--- config.mk ---
export PLATFORM = sky130hd
export DESIGN_NAME = stream_demux_flat
export DESIGN_NICKNAME = d
export VERILOG_FILES = /design/src/rtl/stream_demux_pkg.sv /design/src/rtl/stream_demux_if.sv /design/src/rtl/stream_demux_skid_buf2.sv /design/src/rtl/stream_demux.sv /design/src/flat_wrapper.sv
export SDC_FILE = /design/constraint.sdc
export NUM_CORES = 1
export LEC_CHECK = 0
export ABC_AREA = 1
export CORE_UTILIZATION = 25
export DETAILED_ROUTE_END_ITERATION = 10
export GPL_TIMING_DRIVEN = 0
export PLACE_DENSITY_LB_ADDON = 0.25
export SLEW_MARGIN = 10
export SYNTH_ARGS = -nofsm -noshare
export SYNTH_HDL_FRONTEND = slang
export SYNTH_SLANG_ARGS = --single-unit
--- constraint.sdc ---
create_clock -name clk -period 7.1 [get_ports clk]
set_input_delay 1.065 -clock clk [delete_from_list [all_inputs] [get_ports clk]]
set_output_delay 1.065 -clock clk [all_outputs]
set_load 0.01 [all_outputs]
--- src/rtl/stream_demux_pkg.sv ---
// Shared definitions for the stream demultiplexer: default widths and the
// state encoding of the per-port two-entry buffer.
package stream_demux_pkg;

    localparam int DEF_WIDTH = 32;
    localparam int DEF_CNTW  = 16;

    typedef enum logic [1:0] {
        BUF_EMPTY = 2'b00,
        BUF_ONE   = 2'b01,
        BUF_TWO   = 2'b10
    } buf_state_t;

endpackage

--- src/rtl/stream_demux_if.sv ---
// Handshake bundle of the stream demultiplexer: one input stream with a
// destination select and two output streams.
interface stream_demux_if
    import stream_demux_pkg::*;
#(
    parameter int WIDTH = DEF_WIDTH
);

    logic             choice;
    logic             in_valid;
    logic [WIDTH-1:0] in_data;
    logic             in_ready;

    logic             out0_valid;
    logic [WIDTH-1:0] out0_data;
    logic             out0_ready;

    logic             out1_valid;
    logic [WIDTH-1:0] out1_data;
    logic             out1_ready;

    // Source/sink side: drives the input stream and the output readies.
    modport master (
        output choice, in_valid, in_data, out0_ready, out1_ready,
        input  in_ready, out0_valid, out0_data, out1_valid, out1_data
    );

    // Demultiplexer side.
    modport slave (
        input  choice, in_valid, in_data, out0_ready, out1_ready,
        output in_ready, out0_valid, out0_data, out1_valid, out1_data
    );

endinterface

--- src/rtl/stream_demux_skid_buf2.sv ---
// Two-entry in-order buffer with a registered head. A push into an empty
// buffer is visible at the head one cycle later; push and pop may coincide.
module skid_buf2
    import stream_demux_pkg::*;
#(
    parameter int WIDTH = DEF_WIDTH
) (
    input  logic             clk,
    input  logic             rst,
    input  logic             push,
    input  logic [WIDTH-1:0] push_data,
    output logic             full,
    input  logic             pop,
    output logic             valid,
    output logic [WIDTH-1:0] head_data
);

    buf_state_t       state, state_nxt;
    logic [WIDTH-1:0] head_q, head_nxt;
    logic [WIDTH-1:0] tail_q, tail_nxt;

    // Occupancy state register; reset discards anything held.
    always_ff @(posedge clk or posedge rst) begin
        if (rst) begin
            state <= BUF_EMPTY;
        end else begin
            state <= state_nxt;
        end
    end

    // Head/tail storage; cleared on reset so outputs read zero.
    always_ff @(posedge clk or posedge rst) begin
        if (rst) begin
            head_q <= '0;
            tail_q <= '0;
        end else begin
            head_q <= head_nxt;
            tail_q <= tail_nxt;
        end
    end

    // Next occupancy and data movement. A push while full is never issued by
    // the parent, so TWO ignores push.
    always_comb begin
        state_nxt = state;
        head_nxt  = head_q;
        tail_nxt  = tail_q;
        case (state)
            BUF_EMPTY: begin
                if (push) begin
                    state_nxt = BUF_ONE;
                    head_nxt  = push_data;
                end
            end
            BUF_ONE: begin
                if (push && pop) begin
                    head_nxt = push_data;
                end else if (push) begin
                    state_nxt = BUF_TWO;
                    tail_nxt  = push_data;
                end else if (pop) begin
                    state_nxt = BUF_EMPTY;
                end
            end
            BUF_TWO: begin
                if (pop) begin
                    state_nxt = BUF_ONE;
                    head_nxt  = tail_q;
                end
            end
            default: begin
                state_nxt = BUF_EMPTY;
            end
        endcase
    end

    assign full      = (state == BUF_TWO);
    assign valid     = (state != BUF_EMPTY);
    assign head_data = head_q;

endmodule

--- src/rtl/stream_demux.sv ---
// One-to-two stream demultiplexer. Each destination owns a two-entry buffer,
// so a stalled port never blocks traffic to the other. Per-port counters
// track delivered beats and wrap silently.
module stream_demux
    import stream_demux_pkg::*;
#(
    parameter int WIDTH = DEF_WIDTH,
    parameter int CNTW  = DEF_CNTW
) (
    input  logic            clk,
    input  logic            rst,
    stream_demux_if.slave   bus,
    output logic [CNTW-1:0] cnt0,
    output logic [CNTW-1:0] cnt1
);

    logic full0, full1;
    logic accept;
    logic push0, push1;
    logic pop0, pop1;

    // Ready depends only on the selected buffer's occupancy, never on
    // in_valid or the downstream readies.
    assign bus.in_ready = bus.choice ? !full1 : !full0;
    assign accept       = bus.in_valid && bus.in_ready;
    assign push0        = accept && !bus.choice;
    assign push1        = accept && bus.choice;
    assign pop0         = bus.out0_valid && bus.out0_ready;
    assign pop1         = bus.out1_valid && bus.out1_ready;

    skid_buf2 #(.WIDTH(WIDTH)) u_buf0 (
        .clk       (clk),
        .rst       (rst),
        .push      (push0),
        .push_data (bus.in_data),
        .full      (full0),
        .pop       (pop0),
        .valid     (bus.out0_valid),
        .head_data (bus.out0_data)
    );

    skid_buf2 #(.WIDTH(WIDTH)) u_buf1 (
        .clk       (clk),
        .rst       (rst),
        .push      (push1),
        .push_data (bus.in_data),
        .full      (full1),
        .pop       (pop1),
        .valid     (bus.out1_valid),
        .head_data (bus.out1_data)
    );

    // Delivered-beat counters, one per port, wrapping without a flag.
    always_ff @(posedge clk or posedge rst) begin
        if (rst) begin
            cnt0 <= '0;
            cnt1 <= '0;
        end else begin
            if (pop0) cnt0 <= cnt0 + CNTW'(1);
            if (pop1) cnt1 <= cnt1 + CNTW'(1);
        end
    end

endmodule

--- src/flat_wrapper.sv ---
// flat-port wrapper written by rule: the top's interface ports become plain ports
module stream_demux_flat import stream_demux_pkg::*;
#(
    parameter int WIDTH = DEF_WIDTH,
    parameter int CNTW  = DEF_CNTW
)
  (clk, rst, cnt0, cnt1, bus_choice, bus_in_valid, bus_in_data, bus_out0_ready, bus_out1_ready, bus_in_ready, bus_out0_valid, bus_out0_data, bus_out1_valid, bus_out1_data);
  stream_demux_if #(.WIDTH(WIDTH)) bus_i ();
  input  logic clk;
  input  logic rst;
  output logic [CNTW-1:0] cnt0;
  output logic [CNTW-1:0] cnt1;
  input wire logic [$bits(bus_i.choice)-1:0] bus_choice;
  input wire logic [$bits(bus_i.in_valid)-1:0] bus_in_valid;
  input wire logic [$bits(bus_i.in_data)-1:0] bus_in_data;
  input wire logic [$bits(bus_i.out0_ready)-1:0] bus_out0_ready;
  input wire logic [$bits(bus_i.out1_ready)-1:0] bus_out1_ready;
  output wire logic [$bits(bus_i.in_ready)-1:0] bus_in_ready;
  output wire logic [$bits(bus_i.out0_valid)-1:0] bus_out0_valid;
  output wire logic [$bits(bus_i.out0_data)-1:0] bus_out0_data;
  output wire logic [$bits(bus_i.out1_valid)-1:0] bus_out1_valid;
  output wire logic [$bits(bus_i.out1_data)-1:0] bus_out1_data;
  assign bus_i.choice = bus_choice;
  assign bus_i.in_valid = bus_in_valid;
  assign bus_i.in_data = bus_in_data;
  assign bus_i.out0_ready = bus_out0_ready;
  assign bus_i.out1_ready = bus_out1_ready;
  assign bus_in_ready = bus_i.in_ready;
  assign bus_out0_valid = bus_i.out0_valid;
  assign bus_out0_data = bus_i.out0_data;
  assign bus_out1_valid = bus_i.out1_valid;
  assign bus_out1_data = bus_i.out1_data;
  stream_demux #(.WIDTH(WIDTH), .CNTW(CNTW)) u_core (.clk(clk), .rst(rst), .bus(bus_i), .cnt0(cnt0), .cnt1(cnt1));
endmodule
==> reports/metrics.cfg, run 1 <==
[outcome]
outcome=finished clean

[setup_path]
crit_path_start_kind=primary input
r2r_cells=6
reg2reg_setup_slack_ps=5490
startpoint=bus_choice
r2r-start=u_core.u_buf0.state[1]
cp.arrival_ps=2560
required_ps=6030
reg2reg_to=u_core.u_buf0.head_data[17]
critical_path.max_fanout=5
path_class=primary input to primary output
critPathCaptureType=primary output
cp-endpoint=bus_in_ready

[route]
routed_wl_um=21600
antenna_left=0
vias=6504
drc=0
routedWlPerCell_um=14.4
firstDrtPassIters=5
drtIter0Drc=402
vias_per_cell=4.35

[min_path]
hold_class=flop to flop
holdPathStages=2

[sta]
rsz0062_at_grt=false
setup_viol=0
slew_headroom_pct=59.3
maxSlewViolCount=0
fin_skew_ps=12.8
holdWs_ps=489
timing.final.crit_share_pct=51.1
worst_pin_slew_ps=611
fmax_mhz=276
finalHoldViolations=0
tns_ps=0
min_period_ps=3630
setup_slack_ps=3470

[grt]
grt_use_total_pct=14.6
grt.overflow.total=0
grt_max_degree=85
grt_pass1_vias=6431
grt_pass1_wl_um=35000
antenna_found_initial=0

[place]
dpl.hpwl_um=16100
port_buffers=136
pre_cts_ws_ps=3460
gp_congestion=0.800

[logic_synthesis]
synth-async-reset-ratio_pct=100
yosysWarnings=0
yosys-top-cells-area=dfrtp_1, nand2_1, inv_1
yosysTopAreaCellShare_pct=54.3
ys_seq_area_share_pct=54.3
syn_avg_cell_area_um2=8.06
syn_area_um2=7560
syn-num-nets=977
ys_types=30
synth_edf_count=0
yosys_register_bits=164
yosys.area.top_type=dfrtp_1
synthFlopType=dfrtp_1
syn-instance-count=937

[power]
switching_power_mw=1.36
pwr-share-seq_pct=38.8
p_sw_share_pct=34.1
irDropWorstVdd_uv=145
p_int_mw=2.63
p_clk_share_pct=25.8
p_leak_nw=4.84
power_mw=3.99
p_per_area_nw_per_um2=396
power.share.combinational_pct=35.5

[cells_and_area]
multi_input_area_um2=2720
num_antenna_cells=0
ff_latch_area_um2=4100
area_growth_pct=33.5
n_fill_cell=3105
final_util_pct=33.9
drive_gt1_share_pct=7.69
nets=1133

[clocking]
clock_latency_ps=430
cts_buffer_depth=2
cts_tree=built
clkSlewWorstSetupHoldPaths_ps=60
cts-buffers-inserted=17
root_buffer=clkbuf_16
cts.sink_count=164
ctsResizeCount=0
cts_setup_buffers=0
htree_levels=4
cts_hold_buffers=0

[floorplan]
start_util_pct=25.4
row_count=63
die_w_um=176
io_pins=137
core_area_um2=29700
die_h_um=176
die_area_um2=30900

[flow_run]
cap_viol_max_count=0

## layout make-up
type                    instances  share of cell area, %
repair buffers                137                   13.8
well taps                     390                   4.84
clock inverters                11                   2.00
clock buffers                  20                   4.43
inverters                     135                   5.10
flip-flops and latches        164                   40.7
plain buffers                  43                   2.24
multi-input cells             595                   27.0
## stage by stage
stage                     std cells  instance area [µm²]
final                          1495                10100
after global placement         1463                 9410
after CTS                      1495                10100
after detailed placement       1464                 9440
after global routing           1495                10100
after floorplan                 937                 7560
## routing by layer
| metal | part of all wire, % | global-route usage, % | vias up |
|---|---|---|---|
| li1 | - | - | 3223 |
| met1 | 49 | 20.7 | 3101 |
| met2 | 45 | 22.5 | 158 |
| met3 | 4.8 | 3.23 | 22 |
| met4 | 1.3 | 3.70 | 0 |
| met5 | 0 | 0 | - |
## flip-flops by register name, indices dropped and copies added, names as in the netlist
name and flops:
u_core.u_buf0.state 2, u_core.u_buf1.tail_q 32, u_core.u_buf0.head_data 32, u_core.u_buf0.tail_q 32, u_core.cnt1 16, u_core.u_buf1.state 2, u_core.u_buf1.head_data 32, u_core.cnt0 16
## critical path, cell delays in order
cell,delay (ps)
clkdlybuf4s50_1,600
nor2_1,120
a31oi_1,180
clkdlybuf4s50_1,590
## power groups by stage
stage | registers (mW) | clock network (mW) | logic, mW
finish | 1.55 | 1.03 | 1.42
global route | 1.60 | 1.09 | 1.60
CTS | 1.55 | 1.06 | 1.45
detailed placement | 1.56 | 0 | 1.44
global placement | 1.56 | 0 | 1.42
floorplan | 1.62 | 0 | 0.666
## worst min path at each step
stage                                     from                          to
global placement      u_core.u_buf1.tail_q[24]    u_core.u_buf1.tail_q[24]
floorplan             u_core.u_buf1.tail_q[18]    u_core.u_buf1.tail_q[18]
global route        u_core.u_buf0.head_data[3]  u_core.u_buf0.head_data[3]
CTS                   u_core.u_buf1.tail_q[21]    u_core.u_buf1.tail_q[21]
finish              u_core.u_buf0.head_data[2]  u_core.u_buf0.head_data[2]
detailed placement    u_core.u_buf1.tail_q[26]    u_core.u_buf1.tail_q[26]
## cell usage in the layout, fill, tap and decap left out, drive strengths merged
| cell | synthesis | routed |
|---|---|---|
| a21oi | 34 | 34 |
| a31oi | 1 | 1 |
| buf | 33 | 34 |
| bufinv | 0 | 5 |
| clkbuf | 10 | 30 |
| clkdlybuf4s50 | 0 | 136 |
| clkinv | 0 | 4 |
| clkinvlp | 0 | 1 |
| dfrtp | 164 | 164 |
| ha | 2 | 2 |
| inv | 135 | 136 |
| nand2 | 269 | 269 |
| nand3 | 15 | 15 |
| nand3b | 3 | 3 |
| nand4 | 7 | 7 |
| nor2 | 74 | 74 |
| nor3 | 2 | 2 |
| o21ai | 165 | 165 |
| o21bai | 2 | 2 |
| o22ai | 1 | 1 |
| o31ai | 1 | 1 |
| xnor2 | 6 | 6 |
| xor2 | 13 | 13 |
## cells in the mapped netlist (6+ instances only)
| cell | count |
|---|---|
| buf_2 | 25 |
| dfrtp_1 | 164 |
| xor2_1 | 13 |
| nand4_1 | 6 |
| nor2_1 | 67 |
| nand2_1 | 266 |
| xnor2_1 | 6 |
| inv_1 | 131 |
| buf_4 | 8 |
| o21ai_1 | 67 |
| o21ai_0 | 97 |
| nand3_1 | 15 |
| clkbuf_1 | 7 |
| a21oi_1 | 33 |
## cells by family after synthesis
group | share of synthesized area (%)
buf+inv | 9.70
flops | 54.3
xor+xnor | 2.20
fa+ha+maj | 0.331
simple gates | 19.7
compound gates | 13.7
No activity file was read; power rests on OpenSTA's default activity.
==> inputs of run 2 (changes only) <==
==> constraint.sdc (replaced) <==
create_clock -name clk -period 3.6 [get_ports clk]
set_input_delay 0.54 -clock clk [delete_from_list [all_inputs] [get_ports clk]]
set_output_delay 0.54 -clock clk [all_outputs]
set_load 0.01 [all_outputs]
==> run 2 against run 1 <==
Non-clock buffer count rose by 4. Highest routed layer unchanged. Clock power grew 74%. Utilization about the same. Critical endpoint unchanged. Critical path type is now flop to primary output. Die area did not move. Largest power group unchanged. Sequential share of layout area barely moved. Power is 92% higher. Register-to-register slack worse by 3500 ps. Worst setup slack worse by 2700 ps.
==> reports/metrics.cfg, run 2 (synthesis results as in run 1) <==
[grt]
grt_pass1_wl_um=35400  ; was 35000 µm
grt.overflow.total=0  ; unchanged
grt_max_degree=35  ; was 85
antenna_found_initial=0  ; unchanged
grt_use_total_pct=14.9  ; was 14.6%
grt_pass1_vias=6360  ; was 6431

[setup_path]
crit_chain=nand2_2, clkbuf_1, nor2_1, a31oi_1, clkdlybuf4s50_1  ; was clkdlybuf4s50_1, nor2_1, a31oi_1, clkdlybuf4s50_1
slowest_delay_ps=580  ; was 600 ps
r2r-start=u_core.u_buf0.state[1]  ; unchanged
critPathCaptureType=primary output  ; unchanged
reg2reg_to=u_core.u_buf0.head_data[14]  ; was u_core.u_buf0.head_data[17]
cp.arrival_ps=2240  ; was 2560 ps
required_ps=3060  ; was 6030 ps
crit_path_start_kind=flop  ; was primary input
r2r_cells=6  ; unchanged
cpMaxStageDelayCell=clkdlybuf4s50_1  ; unchanged
critical_path.max_fanout=10  ; was 5
reg2reg_setup_slack_ps=2010  ; was 5490 ps
path_class=flop to primary output  ; was primary input to primary output

[route]
vias=6580  ; was 6504
vias_per_cell=4.39  ; was 4.35
firstDrtPassIters=5  ; unchanged
drtIter0Drc=451  ; was 402
antenna_left=0  ; unchanged
routed_wl_um=22100  ; was 21600 µm
routedWlPerCell_um=14.7  ; was 14.4 µm
drc=0  ; unchanged

[floorplan]
die_h_um=176  ; unchanged
die_w_um=176  ; unchanged
start_util_pct=25.4  ; unchanged
row_count=63  ; unchanged
io_pins=137  ; unchanged
core_area_um2=29700  ; unchanged
die_area_um2=30900  ; unchanged

[clocking]
clock_latency_ps=430  ; about the same
cts.sink_count=164  ; unchanged
clkSlewWorstSetupHoldPaths_ps=60  ; about the same
htree_levels=4  ; unchanged
cts_tree=built  ; unchanged
cts_buffer_depth=2  ; unchanged
cts-buffers-inserted=17  ; unchanged
root_buffer=clkbuf_16  ; unchanged
ctsResizeCount=0  ; unchanged
cts_hold_buffers=0  ; unchanged
cts_setup_buffers=0  ; unchanged

[min_path]
hold_path_end=u_core.u_buf0.head_data[18]  ; was u_core.u_buf0.head_data[2]
holdPathStages=2  ; unchanged
hold_class=flop to flop  ; unchanged
min_from=u_core.u_buf0.head_data[18]  ; was u_core.u_buf0.head_data[2]

[cells_and_area]
final_cell_mix=nand2_1, dfrtp_1, clkdlybuf4s50_1  ; unchanged
nets=1137  ; was 1133
layout_commonest_cell=nand2_1  ; unchanged
instances_no_fill=1500  ; was 1495
num_antenna_cells=0  ; unchanged
final_util_pct=33.9  ; about the same
fin_area_um2=10100  ; about the same
area_growth_pct=33.4  ; was 33.5%
drive_gt1_share_pct=8.20  ; was 7.69%

[sta]
fin_skew_ps=11.9  ; was 12.8 ps
fmax_mhz=360
rsz0062_at_grt=false  ; unchanged
holdWs_ps=485  ; was 489 ps
min_period_ps=2780
setup_viol=0  ; unchanged
finalHoldViolations=0  ; unchanged
tns_ps=0  ; unchanged
worst_pin_slew_ps=541  ; was 611 ps
slew_headroom_pct=63.9  ; was 59.3%
setup_slack_ps=824  ; was 3470 ps
timing.final.crit_share_pct=77.1
maxSlewViolCount=0  ; unchanged

[flow_run]
cap_viol_max_count=0  ; unchanged

[power]
p_per_area_nw_per_um2=760  ; was 396 nW/µm²
p_leak_nw=4.84  ; about the same
power_mw=7.66  ; was 3.99 mW
irDropWorstVdd_uv=347  ; was 145 µV

[place]
gp_congestion=0.797  ; was 0.800
dpl.hpwl_um=16700  ; was 16100 µm
dp.cells=1468  ; was 1464
port_buffers=136  ; unchanged
pre_cts_ws_ps=1010  ; was 3460 ps
placed_area_um2=9520  ; was 9440 µm²

[outcome]
outcome=finished clean  ; unchanged

[run 2: cell count changes in the layout (fill, tap and decap cells not counted), sizes merged]
cell / before / now
bufinv: 5 / 1
clkinvlp: 1 / 4
clkinv: 4 / 5
clkbuf: 30 / 29
buf: 34 / 38
inv: 136 / 138
[run 2: cell type report]
| type | count | area [µm²] |
|---|---|---|
| Clock inverter | 13 | 124 |
| Inverter | 135 | 510 |
| Timing Repair Buffer | 141 | 1470 |
| Clock buffer | 19 | 443 |
| Multi-Input combinational cell | 595 | 2720 |
| Buffer | 43 | 226 |
| Tap cell | 390 | 488 |
| Sequential cell | 164 | 4100 |
| Fill cell | 3117 | 19600 |
[run 2: critical path: cells and delay by family, from the launching register on]
kind | cells | cell delay, ps
simple gates | 2 | 270
buf+inv | 2 | 930
flops | 1 | 430
compound gates | 1 | 180
[run 2: how the worst max path moves through the flow]
stage | start | end | slack, ps | depth (start not counted)
after floorplan | rst | u_core.cnt0[0] | 980 | 1
after global placement | rst | u_core.u_buf0.head_data[11] | -750 | 2
after detailed placement | bus_choice | bus_in_ready | 1010 | 4
after CTS | u_core.u_buf0.state[1] | bus_in_ready | 770 | 5
after global routing | u_core.u_buf0.state[0] | bus_in_ready | 670 | 6
final | u_core.u_buf0.state[1] | bus_in_ready | 820 | 5
[run 2: metal layers]
layer / track usage [%] / routed length (µm)
met5: 0 / 0
met4: 4.82 / 338
met3: 2.45 / 947
met2: 22.7 / 10100
met1: 21.4 / 10700
[run 2: power by group]
part           internal [mW]  total [mW]  switching [mW]  leakage [nW]
Combinational           1.32        2.83            1.51          2.52
Sequential              2.62        3.04           0.419          2.04
Clock                  0.981        1.79           0.809         0.271
Total                   4.93        7.66            2.73          4.84
